<file path="src/rtl/mux4_rr_arbiter_pkg.sv">
// Shared constants and FSM state encoding for the 4-requester round-robin arbiter.
package mux4_rr_arbiter_pkg;
  localparam int unsigned NREQ  = 4;
  localparam int unsigned SEL_W = 2;

  typedef enum logic {
    ST_IDLE  = 1'b0,
    ST_VALID = 1'b1
  } state_t;
endpackage

</file>
<file path="src/rtl/mux4_rr_arbiter_if.sv">
// Requester/consumer bundle of the round-robin arbiter; master = requesters and sink, slave = arbiter.
interface mux4_rr_arbiter_if #(
  parameter int unsigned WIDTH = 48
);
  import mux4_rr_arbiter_pkg::*;

  logic [NREQ-1:0]  req;
  logic [WIDTH-1:0] din0;
  logic [WIDTH-1:0] din1;
  logic [WIDTH-1:0] din2;
  logic [WIDTH-1:0] din3;
  logic [NREQ-1:0]  gnt;
  logic [SEL_W-1:0] sel;
  logic [WIDTH-1:0] dout;
  logic             dout_valid;
  logic             dout_ready;
  logic             busy;

  modport master (
    output req, din0, din1, din2, din3, dout_ready,
    input  gnt, sel, dout, dout_valid, busy
  );

  modport slave (
    input  req, din0, din1, din2, din3, dout_ready,
    output gnt, sel, dout, dout_valid, busy
  );
endinterface

</file>
<file path="src/rtl/mux4_rr_arbiter_mux4to1.sv">
// Plain 4:1 data multiplexer shared by all requesters.
module mux4to1
  import mux4_rr_arbiter_pkg::*;
#(
  parameter int unsigned WIDTH = 48
) (
  input  logic [WIDTH-1:0] in0,
  input  logic [WIDTH-1:0] in1,
  input  logic [WIDTH-1:0] in2,
  input  logic [WIDTH-1:0] in3,
  input  logic [SEL_W-1:0] sel,
  output logic [WIDTH-1:0] out
);

  always_comb begin
    out = in0;
    case (sel)
      2'd0: out = in0;
      2'd1: out = in1;
      2'd2: out = in2;
      2'd3: out = in3;
    endcase
  end

endmodule

</file>
<file path="src/rtl/mux4_rr_arbiter.sv">
// Round-robin arbiter over four requesters feeding a one-word output register
// with valid/ready handoff; accept and capture may coincide for 1 word/cycle.
module mux4_rr_arbiter
  import mux4_rr_arbiter_pkg::*;
#(
  parameter int unsigned WIDTH = 48
) (
  input logic              CLK,
  input logic              RST,
  mux4_rr_arbiter_if.slave bus
);

  state_t           r_state;
  state_t           w_state_nxt;
  logic [SEL_W-1:0] r_ptr;
  logic [SEL_W-1:0] r_last;
  logic [WIDTH-1:0] r_dout;
  logic [WIDTH-1:0] w_mux_dout;
  logic [SEL_W-1:0] w_win;
  logic [SEL_W-1:0] w_sel;
  logic [NREQ-1:0]  w_gnt;
  logic             w_any;
  logic             w_cap;

  // First set request after ptr in rotating order; ptr itself is searched last.
  function automatic logic [SEL_W-1:0] find_winner(input logic [NREQ-1:0]  req_v,
                                                   input logic [SEL_W-1:0] ptr_v);
    logic [SEL_W-1:0] idx;
    find_winner = ptr_v;
    for (int k = NREQ; k >= 1; k--) begin
      idx = ptr_v + SEL_W'(k);
      if (req_v[idx]) find_winner = idx;
    end
  endfunction

  always_ff @(posedge CLK or posedge RST) begin
    if (RST) r_state <= ST_IDLE;
    else     r_state <= w_state_nxt;
  end

  // Capture is suppressed while RST is high so no grant escapes during reset.
  always_comb begin
    w_state_nxt = r_state;
    w_gnt       = '0;
    w_any       = |bus.req;
    w_win       = find_winner(bus.req, r_ptr);
    w_cap       = w_any && ((r_state == ST_IDLE) || bus.dout_ready) && !RST;
    if (w_cap) begin
      w_gnt       = NREQ'(1) << w_win;
      w_state_nxt = ST_VALID;
    end else if ((r_state == ST_VALID) && bus.dout_ready) begin
      w_state_nxt = ST_IDLE;
    end
  end

  always_ff @(posedge CLK or posedge RST) begin
    if (RST) begin
      r_dout <= '0;
      r_ptr  <= SEL_W'(NREQ - 1);
      r_last <= '0;
    end else if (w_cap) begin
      r_dout <= w_mux_dout;
      r_ptr  <= w_win;
      r_last <= w_win;
    end
  end

  assign w_sel = w_any ? w_win : r_last;

  mux4to1 #(
    .WIDTH(WIDTH)
  ) u_mux (
    .in0(bus.din0),
    .in1(bus.din1),
    .in2(bus.din2),
    .in3(bus.din3),
    .sel(w_sel),
    .out(w_mux_dout)
  );

  assign bus.gnt        = w_gnt;
  assign bus.sel        = w_sel;
  assign bus.dout       = r_dout;
  assign bus.dout_valid = (r_state == ST_VALID);
  assign bus.busy       = (r_state == ST_VALID) || w_any;

endmodule

</file>
<file path="src/flat_wrapper.sv">
// flat-port wrapper written by rule: the top's interface ports become plain ports
module mux4_rr_arbiter_flat import mux4_rr_arbiter_pkg::*;
#(
  parameter int unsigned WIDTH = 48
)
  (CLK, RST, bus_req, bus_din0, bus_din1, bus_din2, bus_din3, bus_dout_ready, bus_gnt, bus_sel, bus_dout, bus_dout_valid, bus_busy);
  mux4_rr_arbiter_if #(.WIDTH(WIDTH)) bus_i ();
  input logic CLK;
  input logic RST;
  input wire logic [$bits(bus_i.req)-1:0] bus_req;
  input wire logic [$bits(bus_i.din0)-1:0] bus_din0;
  input wire logic [$bits(bus_i.din1)-1:0] bus_din1;
  input wire logic [$bits(bus_i.din2)-1:0] bus_din2;
  input wire logic [$bits(bus_i.din3)-1:0] bus_din3;
  input wire logic [$bits(bus_i.dout_ready)-1:0] bus_dout_ready;
  output wire logic [$bits(bus_i.gnt)-1:0] bus_gnt;
  output wire logic [$bits(bus_i.sel)-1:0] bus_sel;
  output wire logic [$bits(bus_i.dout)-1:0] bus_dout;
  output wire logic [$bits(bus_i.dout_valid)-1:0] bus_dout_valid;
  output wire logic [$bits(bus_i.busy)-1:0] bus_busy;
  assign bus_i.req = bus_req;
  assign bus_i.din0 = bus_din0;
  assign bus_i.din1 = bus_din1;
  assign bus_i.din2 = bus_din2;
  assign bus_i.din3 = bus_din3;
  assign bus_i.dout_ready = bus_dout_ready;
  assign bus_gnt = bus_i.gnt;
  assign bus_sel = bus_i.sel;
  assign bus_dout = bus_i.dout;
  assign bus_dout_valid = bus_i.dout_valid;
  assign bus_busy = bus_i.busy;
  mux4_rr_arbiter #(.WIDTH(WIDTH)) u_core (.CLK(CLK), .RST(RST), .bus(bus_i));
endmodule
</file>
<file path="config.mk">
export PLATFORM = sky130hd
export DESIGN_NAME = mux4_rr_arbiter_flat
export DESIGN_NICKNAME = d
export VERILOG_FILES = /design/src/rtl/mux4_rr_arbiter_pkg.sv /design/src/rtl/mux4_rr_arbiter_if.sv /design/src/rtl/mux4_rr_arbiter_mux4to1.sv /design/src/rtl/mux4_rr_arbiter.sv /design/src/flat_wrapper.sv
export SDC_FILE = /design/constraint.sdc
export NUM_CORES = 1
export LEC_CHECK = 0
export ABC_CLOCK_PERIOD_IN_PS = 6100
export CAP_MARGIN = 0
export CORE_MARGIN = 1
export CORE_UTILIZATION = 35
export CTS_BUF_LIST = sky130_fd_sc_hd__clkbuf_8
export DETAILED_ROUTE_END_ITERATION = 6
export DONT_BUFFER_PORTS = 1
export HOLD_SLACK_MARGIN = 0.05
export PLACE_DENSITY = 0.51
export SLEW_MARGIN = 40
export SYNTH_ARGS = -nofsm -noshare
export SYNTH_HDL_FRONTEND = slang
export SYNTH_SLANG_ARGS = --single-unit
</file>
<file path="constraint.sdc">
create_clock -name CLK -period 6.1 [get_ports CLK]
set_clock_uncertainty 0.2 [all_clocks]
set_input_delay 0.915 -clock CLK [delete_from_list [all_inputs] [get_ports CLK]]
set_output_delay 0.915 -clock CLK [all_outputs]
set_load 0.1 [all_outputs]
</file>
==> impl_metrics.toml, run 1 <==
[sta]
period_needed_ns = 4.08
worst_slew_pin_slew_ns = 0.899
finalHoldViolCount = 0
slew_violations = 0
rsz0062_at_grt = "false"
max-slew-margin-rel = 0.401
max_freq_mhz = 245
setup_tns_ns = 0
setup_viol = 0
period_share = 0.669

[yosys]
synth_edf_count = 0
synth_ff_type = "dfrtp_1"
yosys.area.top_type = "dfrtp_1"
synth_cells = 374
synth-seq-area-share = 0.377
syn_nets = 573
synth.area.top_cells = "dfrtp_1 (36%), mux2i_1 (14%), a221oi_2 (14%), o21ai_0 (7.1%), nor2_1 (6.0%)"
yosysTopAreaCellShare = 0.362
syn_area_sq_um = 3530
synth.ff_latch_count = 53
synthArstFlopShare = 1.00
synth.distinct_cells = 36
syn_avg_cell_area_sq_um = 9.43
ys_warn_count = 0

[power_and_ir_drop]
power_per_cell_area_nw_per_um2 = 485
p_leak_uw = 0.00149
vdd_drop_max_mv = 0.179

[cts]
clk_path_buf_depth = 2
cts_buffers = 5
cts_max_level = 2
clock_latency_ns = 0.31
cts_tree = "yes"
cts_resized = 0
hold_buffers = 0
cts_sinks = 53
cts_setup_buffers = 0
cts_root_buf = "clkbuf_8"
clk_pin_slew_ns = 0.09

[worst_setup_path]
slowest_stage = "inv_1"
crit_chain = "nand2b_1 > and3_4 > nand2_4 > inv_1"
start_kind = "flop"
crit_buf_inv = 1
reg2reg_from = "u_core.r_ptr[1]"
slowest_delay_ns = 0.76
cpLargestDelayFamily = "simple AND/OR/NAND/NOR gates"
cp.arrival_ns = 2.97
crit_fanout = 52
crit_path_end_kind = "primary output"
reg2regPathDepth = 5
r2r_slack_ns = 3.33
r2r-end = "u_core.bus.dout[24]"
worst-path-stages = 4
crit_type = "reg -> out"
required_ns = 4.98

[cells_and_area]
area_delta_synth_final_pct = 6.92
nNetsFinal = 556
drive_gt1_frac = 0.313
final_area_sq_um = 3770
n_antenna_cell = 0

[min_path]
hp-class = "reg -> reg"
worstHoldPathCells = 2
min-delay-start = "u_core.r_last[1]"
min_to = "u_core.r_last[1]"

[drt]
post_drt_wl_per_cell_um = 21.4
vias = 2948
antenna_left = 0
drt_drc_violations_left = 0
via_per_inst = 6.00
dr.pass1.iters = 4
routed_wirelength_um = 10500
initialDrtViolationCount = 83

[global_route]
grt_pass1_wl_um = 15100
grt_overflow = 0
grt_max_degree = 55
track_usage = 0.190
grt_pass1_vias = 2835
antenna_found_initial = 0

[placed_design]
place_congestion = 0.711
dpl.hpwl_um = 7470
port_buffers = 0
place_area_sq_um = 3670

[die]
die_w_um = 102
dieArea_sq_um = 10500
floorplan.initialDensity = 0.361
row_count = 36
core_sq_um = 9770
ios = 255
die_h_um = 102

[run_status]
status = "finished, final reports clean"

[job]
maxCapViolCount = 0
[cell families (layout without fill, tap and decap cells)]
group	count (synthesis)	count (layout)	share of synthesized area
flops	53	53	0.377
compound gates	109	109	0.271
simple gates	123	123	0.147
buf+inv	40	24	0.0670
mux	49	49	0.139
[how the worst max path moves through the flow]
stage,startpoint,to,slack [ns]
CTS,u_core.bus.dout_valid,bus_gnt[1],1.62
detailed placement,bus_dout_ready,bus_gnt[1],1.75
global route,u_core.bus.dout_valid,bus_gnt[1],1.85
global placement,bus_dout_ready,bus_gnt[1],1.77
finish,u_core.bus.dout_valid,bus_gnt[1],2.02
floorplan,RST,bus_gnt[2],0.69
[sequential cells by signal, indices dropped and copies added, names as in the netlist]
signal and count:
u_core.bus.dout 48, u_core.bus.dout_valid 1, u_core.r_last 2, u_core.r_ptr 2
[worst min-delay path, cell delays in order (launching register included)]
cell and delay [ns]:
dfrtp_1 0.35, nand2_1 0.05, nand2_1 0.06
[cell type report]
type                            count  area (sq um)
Clock inverter                      3          12.5
Tap cell                          133           166
Fill cell                        1028          6000
Inverter                            6          22.5
Timing Repair Buffer               10          95.1
Sequential cell                    53          1390
Multi-Input combinational cell    281          2020
Clock buffer                        5          68.8
[routing by layer]
metal | track usage | up-vias | routed length, um
li1 | - | 1329 | -
met1 | 0.218 | 1441 | 4000
met2 | 0.351 | 169 | 5490
met3 | 0.0431 | 9 | 866
met4 | 0.0582 | 0 | 129
met5 | 0 | - | 0
[through the flow]
stage	hold slack, ns	util	worst slack (ns)	power, uW	std cells
after floorplan	0.246	-	0.689	1520	374
after global placement	0.273	0.366	1.77	1610	481
after detailed placement	0.268	0.376	1.75	1650	483
after CTS	0.294	0.384	1.62	1850	491
after global routing	0.321	0.386	1.85	1910	491
final	0.292	0.386	2.02	1830	491
[where the power goes]
group	switching (uW)	internal [uW]
sequential	703	451
combinational	301	182
clock	116	77.6
[Yosys cell counts, types with 5 or more instances]
| master | number |
|---|---|
| a221oi_1 | 17 |
| a221oi_2 | 32 |
| nand2_1 | 53 |
| dfrtp_1 | 51 |
| o21ai_0 | 50 |
| buf_4 | 6 |
| nor2_1 | 56 |
| inv_1 | 5 |
| clkbuf_1 | 12 |
| nand2b_1 | 5 |
| mux2i_1 | 49 |
| buf_2 | 6 |
[layout by cell type (no fill, tap or decap), types with 2 or more instances in the layout]
master	synthesis	routed
o21ai_4	0	2
nor2_1	56	53
nor2_2	0	2
dfrtp_1	51	4
a21oi_1	3	3
a221oi_1	17	17
inv_2	1	3
dfrtp_2	0	47
buf_4	6	7
nand2_1	53	53
mux2i_1	49	49
a221oi_2	32	32
inv_1	5	5
clkbuf_8	0	5
o21ai_0	50	49
nand2b_1	5	4
dfstp_2	2	2
Power figures use the tool's default switching activity.
==> run 2, diff against run 1 <==
--- a/config.mk
+++ b/config.mk
@@ -5,7 +5,8 @@
 export SDC_FILE = /design/constraint.sdc
 export NUM_CORES = 1
 export LEC_CHECK = 0
-export ABC_CLOCK_PERIOD_IN_PS = 6100
+export ABC_AREA = 1
+export ABC_CLOCK_PERIOD_IN_PS = 3400
 export CAP_MARGIN = 0
 export CORE_MARGIN = 1
 export CORE_UTILIZATION = 35
@@ -13,7 +14,7 @@
 export DETAILED_ROUTE_END_ITERATION = 6
 export DONT_BUFFER_PORTS = 1
 export HOLD_SLACK_MARGIN = 0.05
-export PLACE_DENSITY = 0.51
+export PLACE_DENSITY = 0.53
 export SLEW_MARGIN = 40
 export SYNTH_ARGS = -nofsm -noshare
 export SYNTH_HDL_FRONTEND = slang
==> constraint.sdc (replaced) <==
create_clock -name CLK -period 3.4 [get_ports CLK]
set_clock_uncertainty 0.2 [all_clocks]
set_input_delay 0.51 -clock CLK [delete_from_list [all_inputs] [get_ports CLK]]
set_output_delay 0.51 -clock CLK [all_outputs]
set_load 0.1 [all_outputs]
==> impl_metrics.toml, run 2 <==
[run_status]
status = "finished, final reports clean"

[global_route]
track_usage = 0.196
grt_overflow = 0
grt_max_degree = 50
grt_pass1_wl_um = 19500
antenna_found_initial = 0
grt_pass1_vias = 4032

[sta]
finalHoldViolCount = 0
setup_tns_ns = 0
setup_viol = 0
period_share = 0.895
slew_violations = 0
max_freq_mhz = 328
worst_slew_pin_slew_ns = 0.893
rsz0062_at_grt = "false"
period_needed_ns = 3.04
max-slew-margin-rel = 0.404

[cts]
clk_pin_slew_ns = 0.10
cts_resized = 0
cts_setup_buffers = 0
hold_buffers = 2
cts_tree = "yes"
cts_buffers = 5
cts_sinks = 53
cts_root_buf = "clkbuf_8"
cts_max_level = 2
clock_latency_ns = 0.32
clk_path_buf_depth = 2

[min_path]
worstHoldPathCells = 4
hp-class = "in -> reg"

[worst_setup_path]
worst-path-stages = 11
slowest_stage = "dfstp_2"
crit_path_end_kind = "primary output"
crit_fanout = 19
start_kind = "flop"
slowest_delay_ns = 0.67
crit_chain = "inv_4 > nand2_1 > nand2_1 > nand2_2 > nand2_1 > inv_2 > nand2_1 > nand2_1 > nand3_2 > nand2_4 > buf_4"
crit_buf_inv = 3
cpMostUsedCell = "nand2_1"
reg2regPathDepth = 15
required_ns = 2.69
cpLargestDelayFamily = "simple AND/OR/NAND/NOR gates"
crit_type = "reg -> out"
cp.arrival_ns = 2.33

[cells_and_area]
largest_register_ffs = 48
multiInputGateArea_sq_um = 2280
n_antenna_cell = 0
seqCellArea_sq_um = 1390
area_delta_synth_final_pct = 7.89
mostFrequentLayoutCell = "nand2_1"
nNetsFinal = 899
drive_gt1_frac = 0.134
final_cell_mix = "nand2_1 (290), nand3_1 (136), inv_1 (109), dfrtp_2 (45), o21bai_1 (32)"
fillers = 1257

[yosys]
synth_most_common_cell = "nand2_1"
synth_cells = 712
synth_common_cells = "nand2_1 (291), nand3_1 (136), inv_1 (109), dfrtp_1 (51), o21bai_1 (32)"
synth_ff_type = "dfrtp_1"
syn_nets = 911
ys_warn_count = 0
synth.ff_latch_count = 53
yosys.area.top_type = "dfrtp_1"
synth-seq-area-share = 0.311
syn_area_sq_um = 4270
syn_avg_cell_area_sq_um = 5.99
yosysTopAreaCellShare = 0.299
synth.area.top_cells = "dfrtp_1 (30%), nand2_1 (26%), nand3_1 (16%), inv_1 (9.6%), o21bai_1 (5.6%)"
synth.distinct_cells = 24
synthArstFlopShare = 1.00
synth_edf_count = 0

[die]
core_sq_um = 11700
die_h_um = 112
die_w_um = 112
ios = 255
dieArea_sq_um = 12600
floorplan.initialDensity = 0.366
row_count = 39

[drt]
antenna_left = 0
initialDrtViolationCount = 144
via_per_inst = 5.08
dr.pass1.iters = 4
post_drt_wl_per_cell_um = 15.2
drt_drc_violations_left = 0
routed_wirelength_um = 12800
vias = 4284

[placed_design]
place_congestion = 0.855
dpl.hpwl_um = 9520
port_buffers = 0

[job]
maxCapViolCount = 0
-- run 2: changes by cell type in the layout (fill, tap and decap cells not counted), moves of 3 or more --
cell / previous run / this run
nand2_1: 53 / 290
nand3_1: 0 / 136
inv_1: 5 / 109
mux2i_1: 49 / 0
nor2_1: 53 / 5
a221oi_2: 32 / 0
o21bai_1: 0 / 32
o21ai_0: 49 / 23
a221oi_1: 17 / 0
buf_4: 7 / 15
buf_12: 0 / 4
nand2_2: 0 / 4
nand2b_1: 4 / 0
nor2_2: 2 / 5
-- run 2: logic make-up after synthesis --
kind of cell           count (synthesis)  synth area share
and+or+nand+nor                      446             0.444
buffers and inverters                156             0.159
AOI/OAI and AO/OA                     57            0.0856
DFF                                   53             0.311
-- run 2: path summary, 6_finish.rpt --
path                                  startpoint               endpoint  slack [ns]
min in group asynchronous                    RST  u_core.bus.dout_valid        0.53
worst max-delay path             u_core.r_ptr[0]             bus_sel[0]        0.36
max in group asynchronous                    RST    u_core.bus.dout[43]        1.84
worst min register to register  u_core.r_last[1]       u_core.r_last[1]        0.38
worst max register to register   u_core.r_ptr[0]    u_core.bus.dout[47]        0.63
worst min-delay path                bus_din3[43]    u_core.bus.dout[43]        0.20
-- run 2: stage by stage --
step	worst slack (ns)	instance area, sq um	hold WS (ns)	util	instances
after floorplan	-0.362	4270	0.327	-	712
after global placement	0.608	4410	0.360	0.378	832
after detailed placement	0.660	4500	0.280	0.385	834
after CTS	0.375	4600	0.176	0.394	844
after global routing	0.213	4600	0.198	0.395	844
final	0.355	4600	0.195	0.395	844
-- run 2: layout make-up --
type | instances | area share
clock buffers | 5 | 0.0149
clock inverters | 3 | 0.00299
inverters | 114 | 0.0940
multi-input cells | 503 | 0.495
flip-flops and latches | 53 | 0.301
well taps | 143 | 0.0389
repair buffers | 23 | 0.0530
-- run 2: routing by layer --
metal / GRT usage / share of wire / vias to the layer above
li1: - / - / 2160
met3: 0.0486 / 0.071 / 18
met4: 0.0782 / 0.018 / 0
met5: 0 / 0 / -
met1: 0.214 / 0.41 / 1925
met2: 0.363 / 0.50 / 181
-- run 2: tightest hold or removal path, stage by stage --
cell and delay (ns):
nand2_1 0.03, nand2_1 0.06, nand2_1 0.04, nand2_1 0.04
Power of run 2 is not shown: default switching activity piles up to over one toggle a cycle in this logic, so the estimate is an artifact.
==> run 3, diff against run 2 <==
--- a/config.mk
+++ b/config.mk
@@ -15,6 +15,7 @@
 export DONT_BUFFER_PORTS = 1
 export HOLD_SLACK_MARGIN = 0.05
 export PLACE_DENSITY = 0.53
+export RECOVER_POWER = 50
 export SLEW_MARGIN = 40
 export SYNTH_ARGS = -nofsm -noshare
 export SYNTH_HDL_FRONTEND = slang
==> impl_metrics.toml, run 3 (synthesized netlist as in run 2, its figures left out) <==
[global_route]
track_usage = 0.196
grt_pass1_wl_um = 19500
grt_max_degree = 50
grt_pass1_vias = 4032
antenna_found_initial = 0
grt_overflow = 0

[min_path]
hp-class = "in -> reg"
min_to = "u_core.bus.dout[43]"
min-delay-start = "bus_din3[43]"
worstHoldPathCells = 4

[sta]
max_freq_mhz = 329
period_needed_ns = 3.04
setup_viol = 0
finalHoldViolCount = 0
period_share = 0.894
rsz0062_at_grt = "false"
slew_violations = 40
worst_slew_pin_slew_ns = 1.90
max-slew-margin-rel = -0.274

[cells_and_area]
mostFrequentLayoutCell = "nand2_1"
drive_gt1_frac = 0.0927
multiInputGateArea_sq_um = 2280
final_cell_mix = "nand2_1 (290), nand3_1 (136), inv_1 (109), o21bai_1 (32), dfrtp_1 (32)"
largest_register_ffs = 48
final_area_sq_um = 4540
area_delta_synth_final_pct = 6.36
fillers = 1279
n_antenna_cell = 0
seqCellArea_sq_um = 1350
nNetsFinal = 899

[worst_setup_path]
crit_type = "reg -> out"
r2r_slack_ns = 0.64
cp.arrival_ns = 2.33
crit_fanout = 19
reg2reg_from = "u_core.r_ptr[0]"
reg2regPathDepth = 15
crit_path_end_kind = "primary output"
start_kind = "flop"
r2r-end = "u_core.bus.dout[11]"
required_ns = 2.69

[die]
die_w_um = 112
row_count = 39
ios = 255
floorplan.initialDensity = 0.366
die_h_um = 112
dieArea_sq_um = 12600
core_sq_um = 11700

[drt]
antenna_left = 0
initialDrtViolationCount = 143
post_drt_wl_per_cell_um = 15.2
drt_drc_violations_left = 0
via_per_inst = 5.08
routed_wirelength_um = 12800
dr.pass1.iters = 4
vias = 4284

[run_status]
violations = "capacitance limit, slew limit"
status = "finished, violations left"

[placed_design]
port_buffers = 0
place_congestion = 0.855
place_area_sq_um = 4500
dpl.hpwl_um = 9520

[cts]
clk_path_buf_depth = 2
cts_buffers = 5
cts_setup_buffers = 0
cts_root_buf = "clkbuf_8"
cts_max_level = 2
clock_latency_ns = 0.32
cts_resized = 0
cts_tree = "yes"
cts_sinks = 53
clk_pin_slew_ns = 0.10

[job]
maxCapViolCount = 1
## run 3: cell count changes in the layout (fill, tap and decap cells not counted)
cell	delta
clkinvlp_2	+1
inv_4	-1
buf_4	-2
dfrtp_1	+26
buf_16	-1
clkbuf_1	+3
dfrtp_2	-26
## run 3: through the flow
| step | setup TNS [ns] | std cells | util | setup slack (ns) | hold slack (ns) |
|---|---|---|---|---|---|
| after global routing | 0 | 844 | 0.389 | 0.155 | 0.198 |
| after detailed placement | 0 | 834 | 0.385 | 0.660 | 0.280 |
| after floorplan | -0.723 | 712 | - | -0.362 | 0.327 |
| final | 0 | 844 | 0.389 | 0.360 | 0.196 |
| after global placement | 0 | 832 | 0.378 | 0.608 | 0.360 |
| after CTS | 0 | 844 | 0.394 | 0.375 | 0.176 |
## run 3: critical path, cell delays in order (launching register included)
cell and delay (ns):
dfstp_2 0.66, inv_4 0.08, nand2_1 0.07, nand2_1 0.09, nand2_2 0.11, nand2_1 0.07, inv_2 0.07, nand2_1 0.06
nand2_1 0.10, nand3_2 0.09, nand2_4 0.23, buf_4 0.36
## run 3: routing by layer
layer,routed length [um],track usage
met1,5260,0.214
met2,6450,0.363
met3,888,0.0486
met4,228,0.0782
met5,0,0
## run 3: final cells by class
class,count,share of cell area
multi-input combinational,503,0.502
sequential,53,0.298
inverter,114,0.0951
timing repair buffer,23,0.0469
tap,143,0.0394
clock buffer,5,0.0152
clock inverter,3,0.00303
## run 3: worst max path at each step
stage,startpoint,endpoint,slack [ns],cells after the start
after floorplan,u_core.bus.dout_valid,bus_gnt[0],-0.36,8
after CTS,u_core.r_ptr[0],bus_sel[0],0.37,11
final,u_core.r_ptr[0],bus_sel[0],0.36,11
after global routing,RST,u_core.bus.dout[42],0.15,3
after detailed placement,bus_req[3],bus_gnt[3],0.66,8
after global placement,bus_req[3],bus_gnt[3],0.61,8
## run 3: what timing repair did
action                                  CTS  global route
endpoints found under the setup margin    0             0
hold buffers                              2             0
hold endpoints to repair                 37             0
Power of run 3 is left out for the same reason.
